<file path="config.mk">
export PLATFORM = sky130hd
export DESIGN_NAME = img_proc_frame_ctrl
export DESIGN_NICKNAME = d
export VERILOG_FILES = /design/src/rtl/img_proc_frame_ctrl.sv
export SDC_FILE = /design/constraint.sdc
export NUM_CORES = 1
export LEC_CHECK = 0
export CORE_MARGIN = 2
export CORE_UTILIZATION = 51
export CTS_CLUSTER_SIZE = 12
export DETAILED_ROUTE_END_ITERATION = 12
export GPL_TIMING_DRIVEN = 0
export PLACE_DENSITY = 0.83
export SLEW_MARGIN = 5
export SYNTH_ARGS = -nofsm -noshare
export SYNTH_HDL_FRONTEND = slang
export SYNTH_SLANG_ARGS = --single-unit
</file>
<file path="constraint.sdc">
create_clock -name iCLK -period 2.2 [get_ports iCLK]
set_input_delay 0.55 -clock iCLK [delete_from_list [all_inputs] [get_ports iCLK]]
set_output_delay 0.55 -clock iCLK [all_outputs]
set_load 0.02 [all_outputs]
</file>
<file path="src/rtl/img_proc_frame_ctrl.sv">
// img_proc_frame_ctrl
//   Frame sequencer for the Bayer-to-RGB/greyscale pipe. Tracks capture
//   frame/line timing, generates the X/Y pixel coordinates for demosaic,
//   applies latched processing-mode requests only at frame start, and flags
//   malformed frames.
//
// Build option:
//   FRAME_STATS_EN  adds oFRAME_CNT (completed-frame counter) and oLINE_ERR
//                   (sticky mid-line pixel-gap flag).
//
// Ports:
//   iCLK         pixel clock
//   iRST         asynchronous active-low reset
//   iFVAL        frame valid from capture
//   iDVAL        pixel valid from capture
//   iMODE_REQ    one-cycle mode-change request strobe
//   iMODE_SEL    requested mode (0 raw, 1 grey, 2 reserved->0, 3 bypass)
//   iERR_CLR     clears oERR (and oLINE_ERR when present)
//   oX_Cont      column of the pixel presented this cycle
//   oY_Cont      row of the pixel presented this cycle
//   oMODE        mode applied to the current frame
//   oPEND        a mode request is waiting for the next frame start
//   oDVAL        iDVAL gated to in-frame pixels (zero latency)
//   oFRAME_DONE  one-cycle pulse when a complete frame ends
//   oERR         sticky malformed-frame flag
module img_proc_frame_ctrl #(
  parameter int H_ACTIVE = 1280,
  parameter int V_ACTIVE = 960,
  parameter int CW       = 11
) (
  input  logic          iCLK,
  input  logic          iRST,
  input  logic          iFVAL,
  input  logic          iDVAL,
  input  logic          iMODE_REQ,
  input  logic [1:0]    iMODE_SEL,
  input  logic          iERR_CLR,
  output logic [CW-1:0] oX_Cont,
  output logic [CW-1:0] oY_Cont,
  output logic [1:0]    oMODE,
  output logic          oPEND,
  output logic          oDVAL,
  output logic          oFRAME_DONE,
  output logic          oERR
`ifdef FRAME_STATS_EN
  ,
  output logic [15:0]   oFRAME_CNT,
  output logic          oLINE_ERR
`endif
);

  typedef enum logic [1:0] {IDLE, ACTIVE, DONE} state_t;

  localparam logic [CW-1:0] X_LAST = CW'(H_ACTIVE - 1);
  localparam logic [CW-1:0] Y_LAST = CW'(V_ACTIVE - 1);

  state_t     state;
  logic       fval_d;
  logic       rise;
  logic       fall;
  logic [1:0] pend_mode;
  logic [1:0] req_mode;
  logic       err_set;

  assign rise     = iFVAL & ~fval_d;
  assign fall     = ~iFVAL & fval_d;
  // Reserved encoding is folded to raw colour at capture time.
  assign req_mode = (iMODE_SEL == 2'd2) ? 2'd0 : iMODE_SEL;
  assign oDVAL    = (state == ACTIVE) & iDVAL;

  always_comb begin
    err_set = 1'b0;
    if (rise) begin
      err_set = (state != IDLE);
    end else begin
      case (state)
        ACTIVE:  err_set = fall;
        DONE:    err_set = iDVAL;
        default: err_set = 1'b0;
      endcase
    end
  end

  always_ff @(posedge iCLK or negedge iRST) begin
    if (!iRST) begin
      state       <= IDLE;
      fval_d      <= 1'b0;
      oX_Cont     <= '0;
      oY_Cont     <= '0;
      oMODE       <= '0;
      pend_mode   <= '0;
      oPEND       <= 1'b0;
      oFRAME_DONE <= 1'b0;
      oERR        <= 1'b0;
    end else begin
      fval_d      <= iFVAL;
      oFRAME_DONE <= 1'b0;

      if (err_set) begin
        oERR <= 1'b1;
      end else if (iERR_CLR) begin
        oERR <= 1'b0;
      end

      // A rise restarts the frame from any state (glitches included).
      if (rise) begin
        state   <= ACTIVE;
        oX_Cont <= '0;
        oY_Cont <= '0;
        if (oPEND) begin
          oMODE <= pend_mode;
          oPEND <= 1'b0;
        end
      end else begin
        case (state)
          ACTIVE: begin
            if (fall) begin
              state <= IDLE;
            end else if (iDVAL) begin
              if (oX_Cont == X_LAST) begin
                oX_Cont <= '0;
                if (oY_Cont == Y_LAST) begin
                  oY_Cont <= '0;
                  state   <= DONE;
                end else begin
                  oY_Cont <= oY_Cont + CW'(1);
                end
              end else begin
                oX_Cont <= oX_Cont + CW'(1);
              end
            end
          end
          DONE: begin
            if (fall) begin
              oFRAME_DONE <= 1'b1;
              state       <= IDLE;
            end
          end
          default: ;
        endcase
      end

      // Placed after the rise handling so a request coinciding with the
      // rise survives as pending for the following frame.
      if (iMODE_REQ) begin
        pend_mode <= req_mode;
        oPEND     <= 1'b1;
      end
    end
  end

`ifdef FRAME_STATS_EN
  logic [CW:0] gap;
  logic        gap_run;
  logic        gap_hit;

  // Counts consecutive low iDVAL cycles inside a line; the H_ACTIVE-th
  // such cycle flags the line.
  assign gap_run = (state == ACTIVE) & ~rise & ~fall & ~iDVAL & (oX_Cont != '0);
  assign gap_hit = (gap == (CW+1)'(H_ACTIVE - 1));

  always_ff @(posedge iCLK or negedge iRST) begin
    if (!iRST) begin
      oFRAME_CNT <= '0;
      oLINE_ERR  <= 1'b0;
      gap        <= '0;
    end else begin
      if (oFRAME_DONE) begin
        oFRAME_CNT <= oFRAME_CNT + 16'd1;
      end
      if (gap_run) begin
        if (!gap_hit) begin
          gap <= gap + (CW+1)'(1);
        end
      end else begin
        gap <= '0;
      end
      if (gap_run && gap_hit) begin
        oLINE_ERR <= 1'b1;
      end else if (iERR_CLR) begin
        oLINE_ERR <= 1'b0;
      end
    end
  end
`endif

endmodule

</file>
==> results of run 1 <==
[how the worst max path moves through the flow]
stage                          start    endpoint  cells past startpoint  slack [ns]
after floorplan                iFVAL  oX_Cont[7]                      8        0.22
after global placement         iFVAL  oX_Cont[7]                      9       -0.37
after detailed placement       iFVAL  oX_Cont[7]                      9       -0.40
after CTS                      iDVAL       oDVAL                      4        0.01
after global routing      oX_Cont[0]  oY_Cont[4]                      6        0.01
final                     oX_Cont[8]  oX_Cont[8]                      1        0.11
[cell type report]
| cell class | count | area [sq um] | share of cell area |
|---|---|---|---|
| Sequential cell | 32 | 801 | 0.356 |
| Timing Repair Buffer | 35 | 339 | 0.151 |
| Inverter | 9 | 33.8 | 0.0150 |
| Buffer | 5 | 40.0 | 0.0178 |
| Clock inverter | 2 | 15.0 | 0.00668 |
| Multi-Input combinational cell | 133 | 910 | 0.405 |
| Clock buffer | 6 | 51.3 | 0.0228 |
| Tap cell | 46 | 57.6 | 0.0256 |
[layer usage]
metal	part of all wire	vias up
met5	0	-
met4	0.013	0
met3	0.048	5
met2	0.49	36
met1	0.45	709
li1	-	744
[through the flow]
step | hold slack [ns] | std cells | TNS [ns] | cell area [sq um]
final | 0.251 | 268 | 0 | 2250
after global routing | 0.303 | 268 | 0 | 2250
after CTS | 0.279 | 268 | 0 | 2250
after detailed placement | 0.478 | 260 | -4.43 | 2180
after global placement | 0.468 | 260 | -4.99 | 2180
after floorplan | 0.254 | 179 | 0 | 1780
[sequential cells by signal, indices dropped and copies added, names as in the netlist]
signal / count
state: 2
oX_Cont: 11
oY_Cont: 11
pend_mode: 2
oPEND: 1
fval_d: 1
oMODE: 2
oERR: 1
oFRAME_DONE: 1
[cells by family (layout without fill, tap and decap cells)]
kind of cell / after synthesis / count (layout) / share of synthesized area
and+or+nand+nor: 74 / 74 / 0.238
AOI/OAI and AO/OA: 42 / 42 / 0.167
DFF: 32 / 32 / 0.451
buffers and inverters: 14 / 57 / 0.0416
adders and majority gates: 7 / 7 / 0.0493
xor gates and xnor gates: 7 / 7 / 0.0345
muxes: 3 / 3 / 0.0183
[synth_stat cells (2+ instances only)]
| cell | number | share of area |
|---|---|---|
| and3_1 | 4 | 0.014 |
| o31ai_1 | 6 | 0.025 |
| nor3_1 | 6 | 0.017 |
| nor2b_1 | 2 | 0.0070 |
| mux2_2 | 2 | 0.013 |
| inv_1 | 9 | 0.019 |
| nand2_1 | 14 | 0.030 |
| nand3_1 | 11 | 0.031 |
| ha_1 | 7 | 0.049 |
| xor2_1 | 4 | 0.020 |
| xnor2_1 | 3 | 0.015 |
| nand4_1 | 4 | 0.014 |
| nor4_1 | 2 | 0.0070 |
| a22o_1 | 3 | 0.015 |
| dfrtp_1 | 32 | 0.45 |
| o21ai_0 | 14 | 0.039 |
| and4_1 | 3 | 0.015 |
| nor2_1 | 17 | 0.036 |
| clkbuf_1 | 2 | 0.0042 |
| a31oi_1 | 4 | 0.014 |
| a21oi_1 | 2 | 0.0056 |
| a31o_2 | 2 | 0.0099 |
[power breakdown]
group / total [W] / internal, W / switching, W
registers: 0.000753 / 0.000665 / 0.0000874
logic: 0.000579 / 0.000274 / 0.000305
clock network: 0.000368 / 0.000155 / 0.000213
total: 0.00170 / 0.00109 / 0.000605
==> summary.txt, run 1 <==
Clock tree
  – CTS tree: yes
  – Clock transition at the registers of the reported paths: 0.11 ns
  – Hold-fix buffers, CTS: 0
  – Clock Latency Late Sink: 0.34 ns
  – Clock sink count: 32
  – Setup bufs post-CTS: 0
  – H-tree depth: 2
  – CTS Buf Count: 5
  – Clock Path Buffers: 2
  – Post-CTS Resized: 4
  – CTS root buffer: clkbuf_4

STA
  – Slew headroom: 0.528
  – Final setup viols: 0
  – Worst Setup Slack, final: around 0.11 ns
  – Worst-margin pin slew: around 0.71 ns
  – Final min period: ~2.1 ns
  – Final max-slew violation count: 0
  – RSZ-0062 raised after global routing: no
  – Final Cycle Share: 0.948
  – Clk_skew: a little over 0.007 ns
  – Highest clock rate: 480 MHz
  – Final hold vios: 0

Critical path
  – CP Capture Type: primary output
  – Largest stage delay, worst path: about 0.67 ns
  – Worst flop-to-flop path startpoint: oX_Cont[0]
  – R2R Path End: oY_Cont[4]
  – Crit path max fanout: 6
  – Crit path buf inv count: 1
  – CP Launch Type: register
  – Slowest CP cell: clkdlybuf4s50_1
  – CP required: roughly 1.7 ns
  – Crit path DAT: between 1.5 and 2 ns
  – CP Cell Sequence: clkdlybuf4s50_1
  – Reg-to-reg slack, setup: between 0.2 and 0.25 ns
  – Delay-heaviest family, CP: buffers and inverters
  – Kind of critical path: reg2out
  – Worst Reg-to-Reg Cells: 6

Die
  – Die Area: 3970 sq um
  – Die width: about 63 um
  – Die height: 63 um
  – Initial Utilization: 0.532
  – FP Rows: 21
  – IO Pins: 36
  – Core Region: roughly 3300 sq um

Run status
  – Outcome: finished clean

Place
  – Final GP Congestion: approximately 0.83
  – Detail Placement HPWL: 2.71 mm
  – Dpl ws: -0.397 ns
  – Port Buffer Count: 35

Pwr
  – VDD IR max: ~0.00068 V
  – Power Dens Cells: 756 nW/um^2
  – Total power: 0.00170 W
  – Lkg Pwr: approximately 0.95 nW

Global routing
  – Initial antenna violation count: 0
  – First-pass GRT wire length: 6.44 mm
  – Met2 Resource Use GR: 0.339
  – Met3 Track Usage GR: 0.0505
  – Grt met1 use: 0.266
  – Most Crowded Layer GR: met2
  – Total gr overflow: 0
  – Largest net degree at the start of global routing: 33
  – Overall Global Routing Usage: 0.207
  – Vias in the first global route: between 1k and 1.5k

Logic synthesis
  – Seq cells post-synth: 32
  – Sequential fraction of the synthesis area: 0.451
  – Synth cell types: 48
  – Synth Cell Area: 1780 sq um
  – Syn_area_per_cell: 9.92 sq um
  – Post-synth EDFFs: 0
  – Post-synth ARST share: 1.00
  – Synthesized netlist cell count: about 180
  – Ys flop type: dfrtp_1
  – Total of warnings raised by yosys: 0
  – Syn_nets: approximately 190

Cells and area
  – Layout cells sized above 1: 0.135
  – Final Util: 0.673
  – Most frequent cells in the layout: dfrtp_1 (32), clkdlybuf4s50_1 (32), nor2_1 (16)
  – Ant diodes: 0
  – Final net count: 236
  – Fill count: 283
  – P&R area growth vs syn: 26.6%

Job
  – Max Cap Viol: 0

Drt
  – Drt first pass iters: 4
  – DR iter-0 viols: 111
  – Detailed Route WL: ~3.8 mm
  – Vias/cell: 5.57
  – Routed len/inst: about 14 um
  – Final ANT Viol Nets: 0
  – DRC: 0
  – Routed vias: 1494

Worst hold path
  – Hold Crit Class: in2async
(Power assumes the default switching activity.)
==> run 2: changes to the inputs <==
--- a/config.mk
+++ b/config.mk
@@ -5,11 +5,12 @@
 export SDC_FILE = /design/constraint.sdc
 export NUM_CORES = 1
 export LEC_CHECK = 0
+export CAP_MARGIN = 10
 export CORE_MARGIN = 2
 export CORE_UTILIZATION = 51
 export CTS_CLUSTER_SIZE = 12
 export DETAILED_ROUTE_END_ITERATION = 12
-export GPL_TIMING_DRIVEN = 0
+export MAX_ROUTING_LAYER = met4
 export PLACE_DENSITY = 0.83
 export SLEW_MARGIN = 5
 export SYNTH_ARGS = -nofsm -noshare
==> summary.txt, run 2 (synthesis results as in run 1) <==
Clock tree
  – Clock transition at the registers of the reported paths: 0.11 ns
  – H-tree depth: 2
  – CTS tree: yes
  – CTS root buffer: clkbuf_4
  – Clock Path Buffers: 2
  – Clock Latency Late Sink: ~0.34 ns
  – CTS Buf Count: 5
  – Clock sink count: 32

Pwr
  – Power Dens Cells: approximately 730 nW/um^2
  – Total power: roughly 0.0017 W
  – Lkg Pwr: between 1 and 1.5 nW
  – VDD IR max: 0.000506 V

Die
  – Die height: approximately 63 um
  – Die Area: 3970 sq um
  – IO Pins: 36
  – Initial Utilization: 0.532
  – FP Rows: 21
  – Die width: approximately 63 um
  – Core Region: approximately 3300 sq um

Cells and area
  – Final net count: between 200 and 300
  – Post-route insts no fill: around 280
  – Ant diodes: 0
  – Final Util: 0.701
  – Layout cells sized above 1: 0.174
  – Largest registers: oX_Cont: 11 flops, oY_Cont: 11 flops
  – P&R area growth vs syn: 31.8%
  – Most frequent cells in the layout: clkdlybuf4s50_1 (34), dfrtp_1 (32), buf_4 (19)
  – Fill count: 264
  – Commonest non-fill, non-tap cell in the layout: clkdlybuf4s50_1

Global routing
  – Largest net degree at the start of global routing: 33
  – Total gr overflow: 0
  – Overall Global Routing Usage: 0.235
  – Initial antenna violation count: 0
  – First-pass GRT wire length: 7.17 mm
  – Vias in the first global route: roughly 1.6k

Job
  – Max Cap Viol: 0

Drt
  – Drt first pass iters: 4
  – Final ANT Viol Nets: 0
  – Vias/cell: 5.74
  – Routed len/inst: approximately 14 um
  – DRC: 0
  – DR iter-0 viols: approximately 130
  – Routed vias: roughly 1.6k
  – Detailed Route WL: between 4 and 5 mm

STA
  – Min Hold Slack: between 0.5 and 0.6 ns
  – Worst Setup Slack, final: roughly 0.10 ns
  – Final Cycle Share: 0.954
  – Slew headroom: 0.581
  – Worst-margin pin slew: 0.622 ns
  – Clk_skew: between 0.015 and 0.02 ns
  – Highest clock rate: 476 MHz
  – Final min period: roughly 2.1 ns
  – RSZ-0062 raised after global routing: yes
  – Final hold vios: 0
  – Final setup viols: 0
  – Final max-slew violation count: 0

Critical path
  – Slowest CP cell: clkdlybuf4s50_1
  – Critical path depth: 1
  – CP Launch Type: register
  – Crit path DAT: roughly 1.6 ns
  – CP required: ~1.7 ns
  – Crit path buf inv count: 1
  – Worst flop-to-flop path startpoint: oX_Cont[0]
  – Largest stage delay, worst path: around 0.67 ns
  – Crit path max fanout: 10
  – CP Cell Sequence: clkdlybuf4s50_1
  – Kind of critical path: reg2out
  – CP Capture Type: primary output
  – Worst Setup SP: oY_Cont[6]
  – Worst Reg-to-Reg Cells: 6
  – Delay-heaviest family, CP: buffers and inverters

Worst hold path
  – Hold Crit Class: reg2reg
  – Hold Startpoint: pend_mode[0]
  – Worst hold path depth: 1

Place
  – Final GP Congestion: 0.921
  – Port Buffer Count: 35
  – Dpl ws: -0.249 ns
  – Dpl cells: between 200 and 300
  – Detail Placement HPWL: 3.02 mm

Run status
  – Outcome: finished clean
run 2: final timing paths:
path | endpoint | slack, ns
min in group asynchronous | oX_Cont[1] | 0.59
worst max register to register | oY_Cont[3] | 0.16
worst min-delay path | pend_mode[0] | 0.51
max in group asynchronous | oY_Cont[3] | 1.31
worst min register to register | pend_mode[0] | 0.51
worst max-delay path | oY_Cont[6] | 0.10
run 2: layer usage:
metal	routed length, um	up-vias	GRT usage
li1	-	769	-
met5	0	-	-
met1	1700	792	0.268
met3	169	4	0.0505
met2	2120	47	0.406
met4	43	0	0.0833
run 2: area by class of cell:
class | instances | area [sq um] | area share
Multi-Input combinational cell | 133 | 910 | 0.389
Sequential cell | 32 | 801 | 0.342
Timing Repair Buffer | 54 | 492 | 0.210
Tap cell | 46 | 57.6 | 0.0246
Clock buffer | 6 | 41.3 | 0.0176
Inverter | 9 | 33.8 | 0.0144
Clock inverter | 1 | 5.00 | 0.00214
run 2: what timing repair did:
action,in CTS,in global routing
cloned,0,0
gates resized for setup,1,2
setup endpoints to repair,1,7
hold buffers,0,0
setup buffers,0,1
pin swaps,0,1
run 2: per-stage QoR:
| step | cell area [sq um] | TNS [ns] |
|---|---|---|
| after CTS | 2320 | 0 |
| final | 2340 | 0 |
| after floorplan | 1780 | 0 |
| after detailed placement | 2280 | -2.25 |
| after global routing | 2340 | -0.129 |
| after global placement | 2280 | -1.44 |
run 2: where the power goes:
group / switching (W) / internal [W]
clock: 0.000195 / 0.000118
combinational: 0.000317 / 0.000312
sequential: 0.0000910 / 0.000665
==> run 3: changes to the inputs <==
--- a/config.mk
+++ b/config.mk
@@ -5,7 +5,6 @@
 export SDC_FILE = /design/constraint.sdc
 export NUM_CORES = 1
 export LEC_CHECK = 0
-export CAP_MARGIN = 10
 export CORE_MARGIN = 2
 export CORE_UTILIZATION = 51
 export CTS_CLUSTER_SIZE = 12
==> results of run 3 <==
The final DEF is identical to that of run 2; final timing and power are the same.
